==> config.mk <==
export PLATFORM = sky130hd
export DESIGN_NAME = time_keeper_flat
export DESIGN_NICKNAME = d
export VERILOG_FILES = /design/src/rtl/time_keeper_if.sv /design/src/rtl/time_keeper.sv /design/src/flat_wrapper.sv
export SDC_FILE = /design/constraint.sdc
export NUM_CORES = 1
export LEC_CHECK = 0
export CAP_MARGIN = 5
export CORE_MARGIN = 2
export CORE_UTILIZATION = 35
export DETAILED_ROUTE_END_ITERATION = 8
export GPL_TIMING_DRIVEN = 0
export PLACE_DENSITY = 0.7
export SETUP_SLACK_MARGIN = 0.05
export SLEW_MARGIN = 20
export SYNTH_ARGS = -nofsm -noshare
export SYNTH_HDL_FRONTEND = slang
export SYNTH_SLANG_ARGS = --single-unit
==> constraint.sdc <==
create_clock -name clk_2MHz -period 4.7 [get_ports clk_2MHz]
set_input_delay 0.47 -clock clk_2MHz [delete_from_list [all_inputs] [get_ports clk_2MHz]]
set_output_delay 0.47 -clock clk_2MHz [all_outputs]
set_load 0.03 [all_outputs]
==> src/rtl/time_keeper_if.sv <==
// Setter-to-time_keeper bus: load strobe and HH/MM/SS values in,
// display-ready time, blank mask and second pulse out.
// The chime signal exists only when CHIME_EN is defined.
interface time_keeper_if;
  logic       load;
  logic [6:0] inHH;
  logic [6:0] inMM;
  logic [6:0] inSS;
  logic       showAP;
  logic [5:0] in_flick;
  logic [6:0] outHH;
  logic [6:0] outMM;
  logic [6:0] outSS;
  logic       out_pm;
  logic [5:0] out_blank;
  logic       sec_tick;
`ifdef CHIME_EN
  logic       chime;
`endif

  // Setter side: drives the load bus, observes the display outputs.
  modport master (
    output load, inHH, inMM, inSS, showAP, in_flick,
    input  outHH, outMM, outSS, out_pm, out_blank, sec_tick
`ifdef CHIME_EN
    , input chime
`endif
  );

  // Time keeper side.
  modport slave (
    input  load, inHH, inMM, inSS, showAP, in_flick,
    output outHH, outMM, outSS, out_pm, out_blank, sec_tick
`ifdef CHIME_EN
    , output chime
`endif
  );
endinterface

==> src/rtl/time_keeper.sv <==
// Free-running time-of-day counter. Captures HH/MM/SS on a load strobe,
// then advances once per second from a prescaled clk_2MHz. Drives 24/12-hour
// display hours, a PM flag and a blink-gated digit blank mask.
// Optional feature: define CHIME_EN to add an hourly chime pulse.
module time_keeper #(
  parameter int TICKS_PER_SEC = 2000000
) (
  input  logic         clk_2MHz,
  input  logic         reset,
  time_keeper_if.slave tk
);

  localparam int PRE_W = (TICKS_PER_SEC > 2) ? $clog2(TICKS_PER_SEC) : 1;
  localparam logic [PRE_W-1:0] PRE_LAST = PRE_W'(TICKS_PER_SEC - 1);
  localparam logic [PRE_W-1:0] PRE_HALF = PRE_W'(TICKS_PER_SEC / 2 - 1);

  logic [PRE_W-1:0] pre;
  logic [6:0]       hh, mm, ss;
  logic             phase;
  logic             sec_tick_q;
  logic [6:0]       disp_hh;
`ifdef CHIME_EN
  logic             chime_q;
`endif

  // Prescaler, time counters and blink phase; a load overrides counting.
  // NOTE: every register here uses <= so all state updates see pre-edge values.
  always_ff @(posedge clk_2MHz or posedge reset) begin
    if (reset) begin
      pre        <= '0;
      hh         <= '0;
      mm         <= '0;
      ss         <= '0;
      phase      <= 1'b0;
      sec_tick_q <= 1'b0;
`ifdef CHIME_EN
      chime_q    <= 1'b0;
`endif
    end else if (tk.load) begin
      // Out-of-range fields load as zero; the pending second is dropped.
      hh         <= (tk.inHH > 7'd23) ? 7'd0 : tk.inHH;
      mm         <= (tk.inMM > 7'd59) ? 7'd0 : tk.inMM;
      ss         <= (tk.inSS > 7'd59) ? 7'd0 : tk.inSS;
      pre        <= '0;
      phase      <= 1'b0;
      sec_tick_q <= 1'b0;
`ifdef CHIME_EN
      chime_q    <= 1'b0;
`endif
    end else begin
      if (pre == PRE_HALF || pre == PRE_LAST)
        phase <= ~phase;
      if (pre == PRE_LAST) begin
        pre        <= '0;
        sec_tick_q <= 1'b1;
        if (ss == 7'd59) begin
          ss <= 7'd0;
          if (mm == 7'd59) begin
            mm <= 7'd0;
            hh <= (hh == 7'd23) ? 7'd0 : hh + 7'd1;
          end else begin
            mm <= mm + 7'd1;
          end
        end else begin
          ss <= ss + 7'd1;
        end
`ifdef CHIME_EN
        chime_q <= (ss == 7'd59) && (mm == 7'd59);
`endif
      end else begin
        pre        <= pre + 1'b1;
        sec_tick_q <= 1'b0;
`ifdef CHIME_EN
        chime_q    <= 1'b0;
`endif
      end
    end
  end

  // Display hour: 12-hour mode maps 0 to 12 and 13..23 to 1..11.
  // NOTE: disp_hh gets a default first so no path leaves it unassigned (no latch).
  always_comb begin
    disp_hh = hh;
    if (tk.showAP) begin
      if (hh == 7'd0)
        disp_hh = 7'd12;
      else if (hh > 7'd12)
        disp_hh = hh - 7'd12;
    end
  end

  assign tk.outHH     = disp_hh;
  assign tk.outMM     = mm;
  assign tk.outSS     = ss;
  assign tk.out_pm    = (hh >= 7'd12);
  assign tk.out_blank = tk.in_flick & {6{phase}};
  assign tk.sec_tick  = sec_tick_q;
`ifdef CHIME_EN
  assign tk.chime     = chime_q;
`endif

endmodule

==> src/flat_wrapper.sv <==
// flat-port wrapper written by rule: the top's interface ports become plain ports
module time_keeper_flat 
#(
  parameter int TICKS_PER_SEC = 2000000
)
  (clk_2MHz, reset, tk_load, tk_inHH, tk_inMM, tk_inSS, tk_showAP, tk_in_flick, tk_outHH, tk_outMM, tk_outSS, tk_out_pm, tk_out_blank, tk_sec_tick);
  time_keeper_if tk_i ();
  input  logic clk_2MHz;
  input  logic reset;
  input wire logic [$bits(tk_i.load)-1:0] tk_load;
  input wire logic [$bits(tk_i.inHH)-1:0] tk_inHH;
  input wire logic [$bits(tk_i.inMM)-1:0] tk_inMM;
  input wire logic [$bits(tk_i.inSS)-1:0] tk_inSS;
  input wire logic [$bits(tk_i.showAP)-1:0] tk_showAP;
  input wire logic [$bits(tk_i.in_flick)-1:0] tk_in_flick;
  output wire logic [$bits(tk_i.outHH)-1:0] tk_outHH;
  output wire logic [$bits(tk_i.outMM)-1:0] tk_outMM;
  output wire logic [$bits(tk_i.outSS)-1:0] tk_outSS;
  output wire logic [$bits(tk_i.out_pm)-1:0] tk_out_pm;
  output wire logic [$bits(tk_i.out_blank)-1:0] tk_out_blank;
  output wire logic [$bits(tk_i.sec_tick)-1:0] tk_sec_tick;
  assign tk_i.load = tk_load;
  assign tk_i.inHH = tk_inHH;
  assign tk_i.inMM = tk_inMM;
  assign tk_i.inSS = tk_inSS;
  assign tk_i.showAP = tk_showAP;
  assign tk_i.in_flick = tk_in_flick;
  assign tk_outHH = tk_i.outHH;
  assign tk_outMM = tk_i.outMM;
  assign tk_outSS = tk_i.outSS;
  assign tk_out_pm = tk_i.out_pm;
  assign tk_out_blank = tk_i.out_blank;
  assign tk_sec_tick = tk_i.sec_tick;
  time_keeper #(.TICKS_PER_SEC(TICKS_PER_SEC)) u_core (.clk_2MHz(clk_2MHz), .reset(reset), .tk(tk_i));
endmodule
# Yosys cells after proc, flatten, opt, wreduce, memory -nomap -nowiden
# Cells that the tools add are included.
# classes
n_eq_ne	5
muxes	24
magnitude_cmp	5
reduce_logical	8
n_bitwise	2
n_addsub	5
# ops
cell	count
7-bit 2-to-1 mux	18
21-bit 2-to-1 mux	2
21-bit by 1-bit adder with 21-bit output (second input constant)	1
7-bit by 1-bit adder with 7-bit output (second input constant)	3
21-bit by 20-bit equality test with 1-bit output (second input constant)	1
21-bit equality test (second input constant)	1
7-bit by 6-bit equality test with 1-bit output (second input constant)	2
7-bit by 6-bit greater-than comparator with 1-bit output (second input constant)	2
2-bit nonzero test	4
7-bit by 5-bit equality test with 1-bit output (second input constant)	1
7-bit by 4-bit greater-or-equal comparator with 1-bit output (second input constant)	1
7-bit by 4-bit greater-than comparator with 1-bit output (second input constant)	1
7-bit by 5-bit greater-than comparator with 1-bit output (second input constant)	1
7-bit logical NOT	1
7-bit by 4-bit subtractor with 7-bit output (second input constant)	1
6-bit AND	1
1-bit 2-to-1 mux	4
3-bit AND reduction	1
2-bit AND reduction	1
1-bit logical OR	1
1-bit NOT	1
# totals
out_inout_bits	29
inputBits	31
elab_cells	55
regBits	44

# Longest topological paths before layout
# Gate-level depths: netlist (run 1).
# logic_depth
ltp_word	6
depth_mapped	8

# Worst setup path after synthesis (run 1)
# Ideal clock, no wire load.
# synth_timing
path_type	reg2out
from	register u_core.hh[2]
to	output tk_outHH[6]
path_buffers	1
stages_incl_launch_ff	7
required_ns	4.230
setup_slack_ns	2.335
arrival_time_ns	1.895
cell_sequence	dfrtp_1 clkbuf_1 inv_1 ha_1 a2111oi_0 a21oi_1 a31oi_1
# synth_via
elab_chain_cells	4
elab_cells_between_ends	6
cone_classes	1 x add/sub; 1 x order compare; 3 x mux; 1 x reduce/logical
# synth_lines
item	line_no	source
from (decl)	time_keeper.sv:18	logic [6:0] hh, mm, ss;
from (signal assigned)	time_keeper.sv:41	hh <= (tk.inHH > 7'd23) ? 7'd0 : tk.inHH;
from (signal assigned)	time_keeper.sv:60	hh <= (hh == 7'd23) ? 7'd0 : hh + 7'd1;
7-bit by 4-bit subtractor with 7-bit output / 7-bit by 4-bit greater-than comparator with 1-bit output (equally long branches)	time_keeper.sv:88, time_keeper.sv:87	
7-bit 2-to-1 mux	time_keeper.sv:87	else if (hh > 7'd12)
7-bit 2-to-1 mux *	time_keeper.sv:85	if (hh == 7'd0)
7-bit 2-to-1 mux *	time_keeper.sv:84	if (tk.showAP) begin
to (decl)	flat_wrapper.sv:16	output wire logic [$bits(tk_i.outHH)-1:0] tk_outHH;
# Mark *: on every way between the ends. The rest lies on a longest branch, timed or not.

# Worst setup path after layout (run 1)
# Same ends and word-level chain as after synthesis.

==> out/metrics.cfg, run 1 <==
[route]
drt.antenna.violating_nets = 0
totalWireLength_um = 6810
post_drt_wl_per_cell_um = 14.2
num_vias = 2557
avgViaCountPerCell = 5.33
route.detailed.drc = 0
drt_first_iter_violations = 134
dr.pass1.iters = 4

[synth]
synth_fp_nets = 349
synth_seq_cells = 44
yosys-top-cells-count = 44 x dfrtp_1, 38 x nor2_1, 31 x nand2_1
synth_top_area_share_pct = 39.9
synth.cell_area_mm2 = 0.00276
synth_most_common_cell = dfrtp_1
synth_area_leaders = dfrtp_1 40%, nor2_1 5.2%, xor2_1 4.4%
yosys.cell_types.count = 55
synth_cells = 310
postSynthAreaPerCell_um2 = 8.89
yosysWarningCount = 0
synth-edff-count = 0
yosysSeqAreaShare_pct = 39.9
yosys_most_used_dff = dfrtp_1
synth_async_sr_flop_share_pct = 100
synth_top_cell_by_area = dfrtp_1

[place]
place_area_mm2 = 0.00350
gp_congestion = 0.842
port_buffers = 59
place_ws_ns = 1.77
hpwlAfterDp_um = 5130

[clock_network]
numCtsBuffers = 5
cts_sinks = 44
hold_buffers = 0
cts_buffer_depth = 2
cts_setup_buffers = 0
h-tree-depth = 2
clk_pin_slew_worst_paths_ns = 0.08
cts_resized = 0
insertion_delay_ns = 0.30
cts_tree = built
root_buffer = clkbuf_8

[run_status]
outcome = finished, final reports clean

[hold_path]
min_path_type = register to register
min_from = u_core.pre[0]$_DFF_PP0_

[global_route]
antenna_found_initial = 0
grt_overflow = 0
grt_use_total_pct = 16.4
grt_pass1_wl_um = 11500
use_met2_pct = 28.8
busiest_layer = met2
grtUsageMet3_pct = 3.25
grt_use_met1_pct = 20.8
grt_max_degree = 25
grt_pass1_vias = 2483

[cells_and_area]
area_delta_synth_final_pct = 30.6
fin_area_mm2 = 0.00360
insertedDiodeCount = 0
multiInputGateArea_mm2 = 0.00157
nFillCells = 763
drive_gt1_share_pct = 7.67
nets = 416
regArea_mm2 = 0.00110
final_util_pct = 46.8

[critical_path]
crit_required_ns = 4.23
critPathLaunch = u_core.hh[2]$_DFFE_PP0P_
path_class = register to primary output
end_kind = primary output
regToRegStartpoint = u_core.tk.outMM[0]$_DFFE_PP0P_
start_kind = register
cp_max_fo = 8
cp.arrival_ns = 2.71

[timing]
drv_slew = 0
worst_pin_slew_ns = 0.786
period_share_pct = 67.7
fmax_ghz = 0.314
period_minus_slack_ns = 3.18
setup_violations = 0
skew_ns = 0.0168
worst_slack_ns = 1.52
slew_headroom_pct = 47.1
setup-tns-final_ns = 0
hold_violations = 0
rsz0062_at_grt = false

[floorplan]
pin_count = 60
num_rows = 32
dieWidth_um = 92.7
die-area_mm2 = 0.00860
die-height_um = 92.7
initial_core_util_pct = 35.9
core_area_mm2 = 0.00769

[power]
p_leak_nw = 1.43
p_per_area_mw_per_mm2 = 228
ir_drop_v = 0.0000958

[run]
maxCapViolations = 0

[registers in the layout, indices dropped and copies added, names as in the netlist]
name / flops
u_core.pre: 21
u_core.hh: 7
u_core.tk.outMM: 7
u_core.tk.outSS: 7
u_core.phase: 1
u_core.tk.sec_tick: 1
[per-stage QoR]
| stage | instances | hold WS [ns] | power [mW] |
|---|---|---|---|
| floorplan | 310 | 0.453 | 0.501 |
| CTS | 480 | 0.502 | 0.830 |
| global route | 480 | 0.522 | 0.859 |
| detailed placement | 472 | 0.481 | 0.582 |
| global placement | 471 | 0.475 | 0.576 |
| finish | 480 | 0.502 | 0.821 |
[power breakdown]
part	internal (mW)	switching, mW	total, mW
combinational	0.0751	0.0855	0.161
sequential	0.393	0.0205	0.413
clock	0.119	0.127	0.247
[routing by layer]
metal,routed length (µm),vias up
li1,-,1252
met1,3050,1242
met2,3410,57
met3,296,6
met4,51,0
met5,0,-
[critical path: stages, from the launching register on]
cell and delay [ns]:
dfrtp_1 0.38, clkbuf_1 0.31, inv_1 0.08, ha_1 0.24
a2111oi_0 0.40, a21oi_1 0.14, a31oi_1 0.19, clkdlybuf4s50_1 0.69
[placed cells by master, fill, tap and decap left out, types with 8 or more instances in the layout]
master	count
a21oi_1	9
and2_1	12
clkbuf_1	8
clkdlybuf4s50_1	59
dfrtp_1	44
ha_1	8
inv_1	8
nand2_1	31
nand3_1	21
nand4_1	9
nor2_1	38
o21ai_0	23
xnor2_1	8
xor2_1	14
[worst paths after layout]
| kind | to | cells after the start | slack (ns) |
|---|---|---|---|
| max in group asynchronous | u_core.pre[6]$_DFF_PP0_ | 3 | 3.70 |
| setup reg to reg | u_core.hh[6]$_DFFE_PP0P_ | 6 | 2.45 |
| hold / removal | u_core.pre[0]$_DFF_PP0_ | 1 | 0.50 |
| setup / recovery | tk_outHH[6] | 7 | 1.52 |
| min in group asynchronous | u_core.hh[5]$_DFFE_PP0P_ | 2 | 0.51 |
| hold reg to reg | u_core.pre[0]$_DFF_PP0_ | 1 | 0.50 |
[area by class of cell]
type / count / area share [%]
plain buffers: 11 / 1.46
flip-flops and latches: 44 / 30.6
multi-input cells: 246 / 43.7
repair buffers: 60 / 17.2
clock inverters: 1 / 0.208
well taps: 102 / 3.54
inverters: 9 / 0.938
clock buffers: 7 / 2.40
[logic make-up after synthesis]
group,after synthesis,synth area share [%]
DFF,44,39.9
buffers and inverters,20,3.13
adders and majority gates,8,3.63
and+or+nand+nor,154,31.0
xor gates and xnor gates,22,6.99
AOI/OAI and AO/OA,58,13.8
muxes,4,1.50
No activity file was read; power rests on OpenSTA's default activity.
==> run 2: changes to the inputs <==
==> constraint.sdc (replaced) <==
create_clock -name clk_2MHz -period 3.3 [get_ports clk_2MHz]
set_input_delay 0.33 -clock clk_2MHz [delete_from_list [all_inputs] [get_ports clk_2MHz]]
set_output_delay 0.33 -clock clk_2MHz [all_outputs]
set_load 0.03 [all_outputs]
==> results of run 2 <==
The final DEF is identical to that of run 1. Status: finished, final reports clean.
Main changes from that run: setup slack after placement 1.77 ns -> 0.568 ns; clock-pin slew on the worst setup and hold paths 0.08 ns -> 0.09 ns; setup slack after layout 1.52 ns -> 0.259 ns; hold slack 0.502 ns -> 0.366 ns; register-to-register setup slack 2.45 ns -> 1.05 ns; total power 0.821 mW -> 1.17 mW; worst IR drop on VDD 0.0000958 V -> 0.000137 V
